File: config.mk
export PLATFORM = sky130hd
export DESIGN_NAME = cache_arbiter
export DESIGN_NICKNAME = d
export VERILOG_FILES = /design/src/rtl/cache_arbiter.sv
export SDC_FILE = /design/constraint.sdc
export NUM_CORES = 1
export LEC_CHECK = 0
export BUFFER_PORTS_ARGS = -buffer_cell sky130_fd_sc_hd__buf_2
export CAP_MARGIN = 20
export CORE_AREA = 2 2 535 537
export DETAILED_ROUTE_END_ITERATION = 12
export DIE_AREA = 0 0 537 539
export PLACE_DENSITY = 0.33
export RECOVER_POWER = 25
export REMOVE_ABC_BUFFERS = 1
export SLEW_MARGIN = 5
export SYNTH_ARGS = -nofsm -noshare
export SYNTH_HDL_FRONTEND = slang
export SYNTH_SLANG_ARGS = --single-unit
File: constraint.sdc
create_clock -name clk -period 45.8 [get_ports clk]
set_input_delay 4.58 -clock clk [delete_from_list [all_inputs] [get_ports clk]]
set_output_delay 4.58 -clock clk [all_outputs]
set_load 0.05 [all_outputs]
File: src/rtl/cache_arbiter.sv
// cache_arbiter
// Arbitrates the I-cache and D-cache line-miss ports onto a single line-wide
// physical-memory port. One transaction is latched at a time, presented to
// memory until pmem_resp, then answered with a one-cycle resp pulse to the
// client that was granted.
//
// Ports
//   clk, rst                     clock (rising edge), async active-high reset
//   icache_read/_address         I-cache line read request
//   icache_resp/_rdata           I-cache completion pulse and returned line
//   dcache_read/_write/_address  D-cache line read / writeback request
//   dcache_wdata                 D-cache writeback line
//   dcache_resp/_rdata           D-cache completion pulse and returned line
//   pmem_read/_write/_address    memory request (address line-aligned)
//   pmem_wdata                   memory writeback line
//   pmem_resp/_rdata             memory completion and read data
//
// Handshake: a client raises read (or write) with address/wdata stable and
// holds it until its resp pulse; the request is then dropped in the following
// cycle. The memory side sees pmem_read/pmem_write held with stable
// address/wdata until it returns pmem_resp (which may be in the same cycle);
// pmem_rdata is only looked at while pmem_resp is high.
module cache_arbiter #(
  parameter int LINE_WIDTH = 256,
  parameter int ADDR_WIDTH = 32
) (
  input  logic                  clk,
  input  logic                  rst,
  input  logic                  icache_read,
  input  logic [ADDR_WIDTH-1:0] icache_address,
  output logic                  icache_resp,
  output logic [LINE_WIDTH-1:0] icache_rdata,
  input  logic                  dcache_read,
  input  logic                  dcache_write,
  input  logic [ADDR_WIDTH-1:0] dcache_address,
  input  logic [LINE_WIDTH-1:0] dcache_wdata,
  output logic                  dcache_resp,
  output logic [LINE_WIDTH-1:0] dcache_rdata,
  output logic                  pmem_read,
  output logic                  pmem_write,
  output logic [ADDR_WIDTH-1:0] pmem_address,
  output logic [LINE_WIDTH-1:0] pmem_wdata,
  input  logic                  pmem_resp,
  input  logic [LINE_WIDTH-1:0] pmem_rdata
);

  typedef enum logic [1:0] {
    IDLE = 2'd0,
    BUSY = 2'd1,
    DONE = 2'd2
  } state_t;

  localparam logic CL_I = 1'b0;
  localparam logic CL_D = 1'b1;

  state_t                state;
  state_t                state_next;
  logic                  last_grant;
  logic                  gnt_client;
  logic                  gnt_write;
  logic                  req_i;
  logic                  req_d;
  logic                  grant_client;
  logic [ADDR_WIDTH-1:0] sel_address;

  assign req_i = icache_read;
  assign req_d = dcache_read | dcache_write;

  // State register
  always_ff @(posedge clk or posedge rst) begin
    if (rst) begin
      state <= IDLE;
    end else begin
      state <= state_next;
    end
  end

  // Next-state logic
  always_comb begin
    state_next = state;
    case (state)
      IDLE:    if (req_i || req_d) state_next = BUSY;
      BUSY:    if (pmem_resp)      state_next = DONE;
      DONE:    state_next = IDLE;
      default: state_next = IDLE;
    endcase
  end

  // Round-robin pick: on a tie the client that was not served last wins.
  always_comb begin
    grant_client = CL_I;
    if (req_i && req_d) begin
      grant_client = ~last_grant;
    end else if (req_d) begin
      grant_client = CL_D;
    end
  end

  assign sel_address = (grant_client == CL_D) ? dcache_address : icache_address;

  // Latched transaction and returned-line registers
  always_ff @(posedge clk or posedge rst) begin
    if (rst) begin
      last_grant   <= CL_I;
      gnt_client   <= CL_I;
      gnt_write    <= 1'b0;
      pmem_address <= '0;
      pmem_wdata   <= '0;
      icache_rdata <= '0;
      dcache_rdata <= '0;
    end else begin
      if (state == IDLE && (req_i || req_d)) begin
        gnt_client   <= grant_client;
        last_grant   <= grant_client;
        // Write wins over an illegal read+write from the D-cache.
        gnt_write    <= (grant_client == CL_D) && dcache_write;
        pmem_address <= {sel_address[ADDR_WIDTH-1:5], 5'b0_0000};
        pmem_wdata   <= dcache_wdata;
      end
      if (state == BUSY && pmem_resp && !gnt_write) begin
        if (gnt_client == CL_I) begin
          icache_rdata <= pmem_rdata;
        end else begin
          dcache_rdata <= pmem_rdata;
        end
      end
    end
  end

  // Outputs decoded from state and latched registers only
  always_comb begin
    pmem_read   = (state == BUSY) && !gnt_write;
    pmem_write  = (state == BUSY) &&  gnt_write;
    icache_resp = (state == DONE) && (gnt_client == CL_I);
    dcache_resp = (state == DONE) && (gnt_client == CL_D);
  end

endmodule

# --- Yosys cells after proc, flatten, opt, wreduce, memory -nomap -nowiden ---
# Cells that the tools add are included.
totals:
  register_bits: 799
  input_bits: 582
  output_inout_bits: 804
  elab_cells: 34
op_classes:
  eq_ne: 4
  mux: 6
  bitwise_logic: 2
  reduce_logical: 15
op_table:
  columns: ["operator", "n"]
  rows:
  - ["32-bit two-way mux", 1]
  - ["1-bit logical AND", 9]
  - ["2-bit AND reduction", 3]
  - ["2-bit two-way mux", 2]
  - ["2-bit case mux with 2 select lines", 1]
  - ["2-bit by 1-bit == test with 1-bit output (second input constant)", 1]
  - ["2-bit == test (second input constant)", 1]
  - ["2-bit logical NOT", 1]
  - ["1-bit two-way mux", 2]
  - ["2-bit by 1-bit != test with 1-bit output (second input constant)", 1]
  - ["2-bit != test (second input constant)", 1]
  - ["1-bit logical NOT", 1]
  - ["1-bit logical OR", 1]
  - ["1-bit inverter", 1]
  - ["1-bit OR", 1]

# --- Logic depth before layout (Yosys ltp) ---
logic_depth:
  depth_word: 4
  mapped_depth: 6
  mapped_depth_nobuf: 3

# --- Least setup slack after synthesis ---
# No wires, ideal clock.
synth_path:
  path_kind: "reg-to-output"
  startpoint: "register gnt_client"
  endpoint: "output port icache_resp"
  t_arrival_ps: 1591
  required_time_ps: 41220
  slack_ps: 39629
  path_stages_with_launch: 2
  n_path_buf: 0
  cell_sequence: "dfrtp_1 > nor3b_1"
synth_between:
  elab_chain_cells: 2
synth_lines:
  columns: ["element", "line", "text"]
  rows:
  - ["start, declared", "59", "logic gnt_client;"]
  - ["start signal, assigned", "113", "gnt_client <= grant_client;"]
  - ["1-bit inverter (no source line)", null, null]
  - ["1-bit logical AND", "134", "icache_resp = (state == DONE) && (gnt_client == CL_I);"]
  - ["end, declared", "31", "output logic icache_resp,"]
# Every way passes these cells.

==> results.toml <==
[status]
outcome = "complete, but fails checks"
violations = "max-capacitance violations, max-slew violations"

[place]
gp_congestion = 0.890
io_buffers = 1370
place_area_mm2 = 0.0421
hpwl_um = 148000

[clock_network]
htreeDepth = 3
cts_setup_buffers = 0
ctsResizeCount = 0
postCtsHoldBufs = 0
cts_tree = "built"
clockBufferDepth = 4
clk_latency_ps = 830
cts_made_buffers = 111
clk_pin_slew_ps = 60
clock-sinks = 799
cts-root-buf = "clkbuf_16"

[setup_path]
arrival_ps = 13560
worstPathCellList = "buf_2, clkinvlp_2, clkbuf_1"
crit_slowest_cell = "clkbuf_1"
crit_buf_inv = 3
critPathRequiredTime_ps = 44710
critPathMaxFanout = 142
cp_slowest_stage_delay_ps = 5590
cp_top_family = "buffers and inverters"
start_kind = "input pin"
criticalPathCategory = "in -> async"
cp-end-kind = "async pin"

[floorplan]
die_w_um = 537
die_h_um = 539
row_count = 196
io_pins = 1386
initial_core_util_pct = 10.9
die_area_mm2 = 0.289
core-area_mm2 = 0.284

[detailed_routing]
num_vias = 21500
wire_per_inst_um = 25.4
routed_wl_um = 179000
drc = 0
antenna_left = 0
viasPerCell = 3.05
drtPass1Iterations = 5
dr.first_iter.drc_count = 920

[final_layout]
drive_gt1_share_pct = 70.4
multi_input_area_mm2 = 0.0101
area_growth_pct = 47.0
nets = 3739
final-seq-area_mm2 = 0.0200
final_area_mm2 = 0.0455
nFillCells = 31700

[global_routing]
grt_pass1_wl_um = 228000
antenna_found_initial = 134
grt-ovfl-total = 0
grt_pass1_vias = 22200
grt_usage_pct = 11.8
grt_max_degree = 144

[sta]
post-route-period-util_pct = 32.0
max-slew-margin-rel_pct = -428
worst_pin_slew_ps = 7920
hold_viol = 0
setup_tns_ps = 0
clock_skew_ps = 61.4
min_period_ps = 14650
fmaxAchievable_ghz = 0.0682
slew_viol_final = 562
setup_viol = 0
rsz0062_at_grt = "false"

[hold_path]
hold_class = "reg -> reg"

[job]
maxCapViolCount = 10

[logic_synthesis]
postSynthCellCount = 1737
synth_area_mm2 = 0.0309
avgSynthCellArea_um2 = 17.8
ys_ff_latch = 799
ys_seq_area_share_pct = 64.6
synth_warnings = 0
ys_types = 23
worst register-to-register path, stage by stage, from the launching register on:
cell      delay [ps]
dfrtp_1          400
nand2b_4         170
or4b_1          1280
clkbuf_1        1610
buf_4            780
buf_4            700
buf_4            840
mux2_2           560
registers in the layout, summed over array words and instances (netlist names):
name	flops
pmem_wdata	256
pmem_address	27
gnt_client	1
dcache_rdata	256
icache_rdata	256
gnt_write	1
state	2
cells in the mapped netlist, drive strengths merged:
master   instances  area [um2]
a21o             1        7.51
and3b            1        8.76
buf             86         619
clkbuf           9        33.8
conb             1        3.75
dfrtp          799       20000
inv              3        11.3
mux2           822       10200
mux2i            1        10.0
nand2            2        7.51
nand2b           1        13.8
nor2             4        15.0
nor3             1        5.00
nor3b            1        7.51
nor4             1        6.26
o21ai            1        5.00
o2bb2ai          1        8.76
o31ai            1        12.5
or4b             1        10.0
metrics by stage:
| step | hold slack, ps | setup WS (ps) | std cells | utilization, % |
|---|---|---|---|---|
| 6_report | 487 | 31150 | 7030 | 16.0 |
| 5_1_grt | 505 | 28840 | 7007 | 16.0 |
| 4_1_cts | 499 | 37390 | 7001 | 16.1 |
| 3_5_place_dp | 486 | 36450 | 6805 | 14.8 |
| 3_3_place_gp | 484 | 36480 | 6805 | 14.8 |
| 2_1_floorplan | 540 | 14750 | 1646 | - |
cells by family after synthesis:
group                  after synthesis  synth area share [%]
buffers and inverters               98                  2.15
AND/OR/NAND/NOR                     12                 0.239
AO/OA/AOI/OAI                        4                 0.109
other                                1                0.0121
flip-flops                         799                  64.6
multiplexers                       823                  32.9
worst paths after layout:
path	to	startpoint	cells past startpoint	slack [ps]
min in group asynchronous	pmem_wdata[222]$_DFFE_PP0P_	rst	2	5230
worst min register to register	dcache_rdata[56]$_DFFE_PP0P_	dcache_rdata[56]$_DFFE_PP0P_	1	490
worst max-delay path	dcache_rdata[87]$_DFFE_PP0P_	rst	3	31150
worst max register to register	dcache_rdata[82]$_DFFE_PP0P_	state[1]$_DFFE_PP0P_	7	39360
worst min-delay path	dcache_rdata[56]$_DFFE_PP0P_	dcache_rdata[56]$_DFFE_PP0P_	1	490
max in group clk	dcache_rdata[82]$_DFFE_PP0P_	pmem_resp	8	35960
metal layers:
metal	wire length [um]	vias to the layer above	track usage [%]
met5	717	-	0
met4	4070	108	2.63
met3	29600	329	8.33
met2	76900	1195	17.9
met1	67200	10800	13.4
li1	-	9059	-
layout by cell type, fill, tap and decap left out:
cell type / Yosys / final
buf_2: 54 / 1333
dfrtp_1: 799 / 799
mux2_2: 582 / 582
mux2_4: 240 / 182
clkbuf_16: 0 / 111
clkbuf_1: 9 / 80
mux2_1: 0 / 58
diode_2: 0 / 28
clkbuf_8: 0 / 19
buf_4: 5 / 18
clkinv_2: 0 / 11
bufinv_16: 0 / 7
conb_1: 1 / 5
clkinvlp_4: 0 / 5
nor2_1: 4 / 4
inv_1: 3 / 2
nand2_1: 2 / 2
inv_16: 0 / 2
inv_6: 0 / 2
clkinv_4: 0 / 2
nor4_1: 1 / 1
nor3b_1: 1 / 1
and3b_1: 1 / 1
clkinvlp_2: 0 / 1
o2bb2ai_4: 0 / 1
o31ai_1: 0 / 1
mux2i_1: 1 / 1
nor3_1: 1 / 1
a21o_1: 1 / 1
o21ai_0: 1 / 1
nand2b_4: 1 / 1
or4b_1: 1 / 1
clkinv_16: 0 / 1
clkinv_8: 0 / 1
buf_16: 0 / 1
buf_12: 0 / 1
layout make-up:
| type | instances | share of cell area, % |
|---|---|---|
| multi-input combinational | 844 | 22.2 |
| inverter | 3 | 0.0275 |
| clock buffer | 165 | 6.97 |
| tap | 3762 | 10.3 |
| antenna | 28 | 0.154 |
| sequential | 799 | 44.0 |
| clock inverter | 31 | 0.932 |
| timing repair buffer | 1398 | 15.4 |
Power is not shown: default switching activity piles up to over one toggle a cycle in this logic, so the estimate is an artifact.
